[src/rtl/regfile_scoreboard.sv]
// Parametrised integer register file with a per-register busy scoreboard for RAW stalls.
// Optional `REGFILE_BYPASS_EN adds write-through bypass from the writeback port to every read port.
module regfile_scoreboard #(
    parameter int XLEN      = 32,
    parameter int REG_COUNT = 32,
    parameter int NUM_RD    = 2,
    localparam int AW       = $clog2(REG_COUNT)
) (
    input  logic                   clk,
    input  logic                   rst,
    input  logic [NUM_RD-1:0]      rd_en_i,
    input  logic [NUM_RD*AW-1:0]   rd_addr_i,
    output logic [NUM_RD*XLEN-1:0] rd_data_o,
    output logic [NUM_RD-1:0]      rd_busy_o,
    output logic                   stall_o,
    input  logic                   wr_en_i,
    input  logic [AW-1:0]          wr_addr_i,
    input  logic [XLEN-1:0]        wr_data_i,
    input  logic                   sb_set_i,
    input  logic [AW-1:0]          sb_set_addr_i,
    input  logic                   flush_i,
    output logic [AW:0]            busy_cnt_o
);

    logic [XLEN-1:0]      regs [REG_COUNT];
    logic [REG_COUNT-1:0] busy;
    logic [REG_COUNT-1:0] busy_next;
    logic [AW:0]          busy_cnt;
    logic [AW:0]          cnt_next;

    // Set is applied after clear so a new producer supersedes the retiring one.
    always_comb begin
        busy_next = busy;
        if (wr_en_i) busy_next[wr_addr_i] = 1'b0;
        if (sb_set_i) busy_next[sb_set_addr_i] = 1'b1;
        if (flush_i) busy_next = '0;
        busy_next[0] = 1'b0;
        cnt_next = '0;
        for (int i = 0; i < REG_COUNT; i++) begin
            cnt_next = cnt_next + {{AW{1'b0}}, busy_next[i]};
        end
    end

    always_ff @(posedge clk) begin
        if (rst) begin
            // NOTE: the register array is reset here because reads after reset must return 0.
            for (int i = 0; i < REG_COUNT; i++) regs[i] <= '0;
            busy     <= '0;
            busy_cnt <= '0;
        end else begin
            if (wr_en_i && wr_addr_i != '0) regs[wr_addr_i] <= wr_data_i;
            busy     <= busy_next;
            busy_cnt <= cnt_next;
        end
    end

    assign busy_cnt_o = busy_cnt;

    for (genvar k = 0; k < NUM_RD; k++) begin : g_rd
        logic [AW-1:0]   addr;
        logic [XLEN-1:0] data_k;
        logic            busy_k;

        assign addr = rd_addr_i[k*AW +: AW];

        always_comb begin
            data_k = (addr == '0) ? '0 : regs[addr];
            busy_k = busy[addr];
`ifdef REGFILE_BYPASS_EN
            if (wr_en_i && wr_addr_i == addr && addr != '0) begin
                data_k = wr_data_i;
                busy_k = sb_set_i && (sb_set_addr_i == addr);
            end
`endif
        end

        assign rd_data_o[k*XLEN +: XLEN] = data_k;
        assign rd_busy_o[k]              = busy_k;
    end

    assign stall_o = |(rd_en_i & rd_busy_o);

endmodule

[config.mk]
export PLATFORM = sky130hd
export DESIGN_NAME = regfile_scoreboard
export DESIGN_NICKNAME = d
export VERILOG_FILES = /design/src/rtl/regfile_scoreboard.sv
export SDC_FILE = /design/constraint.sdc
export NUM_CORES = 2
export LEC_CHECK = 0
export CAP_MARGIN = 20
export CORE_ASPECT_RATIO = 1.75
export CORE_MARGIN = 2
export CORE_UTILIZATION = 28
export CTS_BUF_LIST = sky130_fd_sc_hd__clkbuf_2
export DETAILED_ROUTE_END_ITERATION = 12
export GPL_ROUTABILITY_DRIVEN = 0
export SLEW_MARGIN = 25
export SYNTH_ARGS = -nofsm -noshare
export SYNTH_HDL_FRONTEND = slang
export SYNTH_SLANG_ARGS = --single-unit
[constraint.sdc]
create_clock -name clk -period 9.6 [get_ports clk]
set_input_delay 0.96 -clock clk [delete_from_list [all_inputs] [get_ports clk]]
set_output_delay 0.96 -clock clk [all_outputs]
set_load 0.03 [all_outputs]
# Yosys cells after proc, flatten, opt, wreduce, memory -nomap -nowiden
# Memories as Yosys holds them, arrays and structs flattened.
# Cells that the tools add are included.
# W data, S select, Z words.
[word_totals]
register_bits = 38
ram_bits = 1024
inputBits = 59
output_inout_bits = 73
wordCells = 73
memories = 1
[op_classes]
n_addsub = 30
magnitude_cmp = 6
mux = 21
n_bitwise = 4
n_reduce_logical = 8
[memory_table]
columns = ["memory", "depth", "width", "rd", "rd_clocked_by_memory_dff", "wr", "line", "rtl"]
rows = [
  ["regs", 32, 32, 2, 0, 32, "25", "logic [XLEN-1:0] regs [REG_COUNT];"],
]
[ops]
columns = ["op", "n"]
rows = [
  ["$mux W32", 6],
  ["$add A6 B1 Y6", 25],
  ["$and A32 B32 Y32", 1],
  ["$not A32 Y32", 1],
  ["$or A32 B32 Y32", 1],
  ["$reduce_or A32 Y1", 1],
  ["$lt A5 B6 Y1 const B", 4],
  ["$bmux W1 S5", 2],
  ["$demux W1 S5", 2],
  ["$ge A5 B1 Y1 const B", 2],
  ["$logic_not A5 Y1", 2],
  ["$mux W1", 10],
  ["$add A5 B1 Y6", 1],
  ["$add A4 B1 Y5", 1],
  ["$mux W5", 1],
  ["$reduce_bool A5 Y1", 1],
  ["$add A3 B1 Y4", 1],
  ["$add A2 B1 Y3", 1],
  ["$logic_and A1 B1 Y1", 3],
  ["$add A1 B1 Y2", 1],
  ["$and A2 B2 Y2", 1],
  ["$reduce_or A2 Y1", 1],
]

# Depth between registers and ports, before layout
[depth]
ltp_word = 40
ltp_mapped = 21
mapped_depth_nobuf = 21

# Worst setup path after synthesis
# OpenSTA, ideal clock, no wires.
[synth_path]
path_type = "input -> register"
from = "input port wr_addr_i[2]"
to = "register busy_cnt[4] (netlist: busy_cnt_o[4])"
setup_ps = 128
arrival_ps = 6037
t_required_ps = 9472
path_slack_ps = 3435
cell_stages = 19
path_buffers = 1
path_cell_list = "or3_1 -> clkbuf_1 -> or2_2 -> a22oi_1 -> nor2_1 -> fa_1 -> inv_1 -> fa_1 -> fa_1 -> fa_1 -> fa_1 -> fa_1 -> fa_1 -> inv_1 -> fa_1 -> a21o_1 -> a21oi_1 -> xor2_1 -> nor2_1"
[synth_between]
elab_chain_cells = 40
word_cells_on_any_way = 41
classes_between = "add/sub: 30; order compare: 2; mux: 5; bitwise: 3; reduce/logical: 1"
[synth_lines]
columns = ["element", "line", "rtl"]
rows = [
  ["start: declaration", "17", "input logic [AW-1:0] wr_addr_i,"],
  ["$lt A5 B6 Y1 (not written as such) or $ge A5 B1 Y1 (tied branches)", "34", "if (wr_en_i) busy_next[wr_addr_i] = 1'b0;"],
  ["$logic_and A1 B1 Y1 (not written as such)", "34", ""],
  ["$mux W1 (not written as such)", "34", ""],
  ["$demux W1 S5 *", "34", ""],
  ["$not A32 Y32 (no source line) *", "--", ""],
  ["$and A32 B32 Y32 (no source line) *", "--", ""],
  ["$mux W32 *", "34", ""],
  ["$or A32 B32 Y32 (no source line)", "--", ""],
  ["$mux W32 *", "35", "if (sb_set_i) busy_next[sb_set_addr_i] = 1'b1;"],
  ["$mux W32 *", "36", "if (flush_i) busy_next = '0;"],
  ["net busy_next[2]", "27", "logic [REG_COUNT-1:0] busy_next;"],
  ["$add A1 B1 Y2 *", "40", "cnt_next = cnt_next + {{AW{1'b0}}, busy_next[i]};"],
  ["$add A2 B1 Y3 *", "40", ""],
  ["$add A3 B1 Y4 *", "40", ""],
  ["$add A4 B1 Y5 *", "40", ""],
  ["$add A5 B1 Y6 *", "40", ""],
  ["$add A6 B1 Y6 * (25 in a row)", "40", ""],
  ["end signal: assignment", "53", "busy_cnt <= cnt_next;"],
  ["end: declaration", "28", "logic [AW:0] busy_cnt;"],
]
# Mark *: on every way through the listed nets, which the timed path passes. The rest lies on a longest branch.
# A chain may end at the register's enable or synchronous reset.

# Worst setup path after layout
[layout_path]
from = "input port rd_addr_i[6]"
to = "output port rd_data_o[56]"
[layout_between]
elab_chain_cells = 2
word_cells_on_any_way = 3
classes_between = "mux: 1; reduce/logical: 1; memory: 1"
[layout_lines]
columns = ["element", "line", "rtl"]
rows = [
  ["start: declaration", "12", "input logic [NUM_RD*AW-1:0] rd_addr_i,"],
  ["$mem_v2 Z32 W32 or $logic_not A5 Y1 (tied branches)", "--", ""],
  ["$mux W32 *", "67", "data_k = (addr == '0) ? '0 : regs[addr];"],
  ["end: declaration", "13", "output logic [NUM_RD*XLEN-1:0] rd_data_o,"],
]
# Mark *: on every way between the ends. The rest lies on a longest branch, timed or not.

==> metrics.txt <==
Ports 132; routed len/inst 30.7 um; CTS Buf Count 226; setup_tns 0 ns; htree depth 4; share of synthesized registers carrying an async set or reset 0; largest family of logic cells by synthesized area multiplexers; max frequency 0.173 GHz; first-pass GRT wire length 279000 um; sequential fraction of the synthesis area 0.552; CP peak stage delay 0.92 ns; clk root buf clkbuf_2; Post-Synth XOR/XNOR Area 0.000461; Final min period 5.78 ns; Avg Vias per Cell 5.31; Clock Latency Late Sink 1.52 ns; total number of vias 34.8k; setup violators final 0; Final Max Tran Viols 0; P&R area growth vs syn 10.5%; FF+latch count, synth 1061; CP Launch Type input pin; Mapped Avg Cell Area 15.7 sq um; setup repair bufs after CTS 0; # port buffers 131; mux share of post-synthesis cell area 0.259; Final Skew 0.105 ns; count of flip-flops with a built-in enable after synthesis 1024; Post-Synth Simple-Gate Area 0.130; share of layout cells above drive strength 1 0.291; Core ar. 0.203 sq mm; Clock Sinks 1061; Detailed Routing Iterations Pass 1 7; fin worst setup slack 3.82 ns; height of the chip 601 um; CTS tree yes; CTS resizes 0; clk buf depth 4; Compound-Gate Fraction of Synth Area 0.0146; # nets final 3807; drc violations 0; Bufs and invs on worst path 3; data required time of the critical path 8.64 ns; worst path arrival time 4.82 ns; LEAKAGE 21.3 nW; Period Utilization, post-route 0.602; post-route cell area 0.0631 sq mm; placed cell area 0.0611 sq mm; Synth Area in Adders 0.00961; Antenna Violating Nets Remaining 0; die area 0.208 sq mm; Least-Margin Pin Slew 1.09 ns; initial antenna violation count 16; Hold Crit Class in2reg; total power 0.00973 W; most used flip-flop cell after synthesis edfxtp_1; Starting Density 0.281; pwr dens 154 mW/mm^2; Core Util, Final 0.311; DRT iter0 DRCs 2965; maximum vdd drop 0.0000763 V; Gate Count Post-Synth 3627; Worst setup EP type output port; max cap viols 0; number of global-route vias before repair 37.5k; critical path type in2out; Slew HR 0.274; Cell variety after synth 40; Yosys warnings 0; Hold Violations, Final 0; Total Routing Usage GR 0.190; slowest cell on the critical path buf_4; Clk pin slew, worst setup/hold paths 0.12 ns; Max Fanout on Critical Path 95; pre-CTS setup slack 2.35 ns; Final HPWL DP 117000 um; CP most frequent cell mux4_2; final wirelength 201000 um; crit path cell chain buf_8 > buf_4 > mux4_2 > mux4_2 > nand2_1 > o21ai_1 > clkdlybuf4s50_1; Rows 219; status finished clean; RSZ-0062 raised after global routing no; global route overflow 0; cell family with most CP delay buffers and inverters; Mapped Area 0.0571 sq mm; die extent in x 345 um; largest net degree at the start of global routing 116
## kinds of logic (layout without fill, tap and decap cells)
family	after synthesis	count (layout)
AND/OR/NAND/NOR	1249	1249
multiplexers	668	668
flip-flops	1061	1061
other	1	43
buffers and inverters	467	694
AO/OA/AOI/OAI	148	148
adder cells (fa/ha/maj)	30	30
XOR/XNOR	3	3
## flip-flops by register name (all words and copies together), names as in the netlist
register / flops
busy: 31
busy_cnt_o: 6
regs: 1024
## report_power, final
| group | switching, W | total (W) | internal, W |
|---|---|---|---|
| clock network | 0.00189 | 0.00282 | 0.000933 |
| registers | 0.000117 | 0.00543 | 0.00531 |
| logic | 0.000840 | 0.00148 | 0.000642 |
| total | 0.00284 | 0.00973 | 0.00689 |
## cell usage in the layout (no fill, tap or decap), types with 7 or more instances in the layout
cell,n
buf_4,72
nor2_4,31
a21oi_1,21
and2_1,992
diode_2,11
mux4_2,644
a21o_1,18
clkinv_1,69
nand3b_1,8
nand3_1,15
ha_1,7
or2_4,23
o21ai_0,30
nor2_1,29
dfxtp_1,37
clkinv_2,9
clkbuf_2,313
o21ai_1,64
clkdlybuf4s50_1,114
inv_1,92
buf_2,8
nor2b_1,24
edfxtp_1,1024
mux2i_1,20
fa_1,23
conb_1,32
nand2_1,102
## repair_timing
action / in CTS / in global routing
setup endpoints to repair: 0 / 0
hold endpoints to repair: 37 / 0
hold buffers: 2 / 0
## synth_stat cells, drive strengths merged (3+ instances only)
cell / n / area (sq um)
nand2: 102 / 383
mux2i: 20 / 200
and2: 992 / 6210
o21bai: 3 / 22.5
nor3b: 5 / 37.5
edfxtp: 1024 / 30700
nor2: 60 / 225
mux2: 4 / 45.0
ha: 7 / 87.6
nand3: 15 / 75.1
nor2b: 24 / 150
inv: 92 / 345
nand2b: 4 / 25.0
dfxtp: 37 / 741
a21oi: 21 / 105
a22oi: 5 / 37.5
clkbuf: 259 / 972
a21o: 20 / 150
mux4: 644 / 14500
or2: 28 / 175
nand3b: 8 / 60.1
buf: 116 / 671
and3b: 3 / 26.3
fa: 23 / 460
o21ai: 94 / 470
## final timing paths
kind	from	end	slack, ns	cells past startpoint
setup / recovery	rd_addr_i[6]	rd_data_o[56]	3.82	7
hold / removal	flush_i	busy[2]	0.03	2
setup reg to reg	busy[12]	busy_cnt_o[4]	4.35	17
hold reg to reg	busy[2]	busy[2]	0.68	2
## metal layers
metal,share of wire,vias to the layer above,wire [um],GRT usage
met3,0.064,674,12900,0.0316
met4,0.069,4,13800,0.124
met2,0.53,1872,108000,0.351
met5,0.00014,-,28,0
li1,-,14048,-,-
met1,0.33,18172,66800,0.198
## worst register-to-register path: stages, from the launching register on
cell and delay, ns:
dfxtp_1 0.47, o21ai_0 0.14, a21o_1 0.24, fa_1 0.57, inv_1 0.06, fa_1 0.50
inv_1 0.06, fa_1 0.47, fa_1 0.52, fa_1 0.43, fa_1 0.51, fa_1 0.16
inv_1 0.07, fa_1 0.46, a21o_1 0.20, a21oi_1 0.16, xor2_1 0.16, nor2_1 0.05
## stage by stage
step / std cells / hold WS (ns)
6_report: 6548 / 0.0320
2_1_floorplan: 3658 / 0.552
4_1_cts: 6537 / 0.0264
3_3_place_gp: 6140 / 0.670
3_5_place_dp: 6140 / 0.650
5_1_grt: 6539 / 0.0915
## final cells by class
type	count	area [sq um]
Timing Repair Buffer	207	1920
Sequential cell	1061	31500
Inverter	92	345
Tap cell	2652	3320
Fill cell	19887	140000
Antenna cell	11	27.5
Clock inverter	82	372
Clock buffer	313	1570
Multi-Input combinational cell	2130	24000
Note: power is estimated with default switching activity, not from simulation.
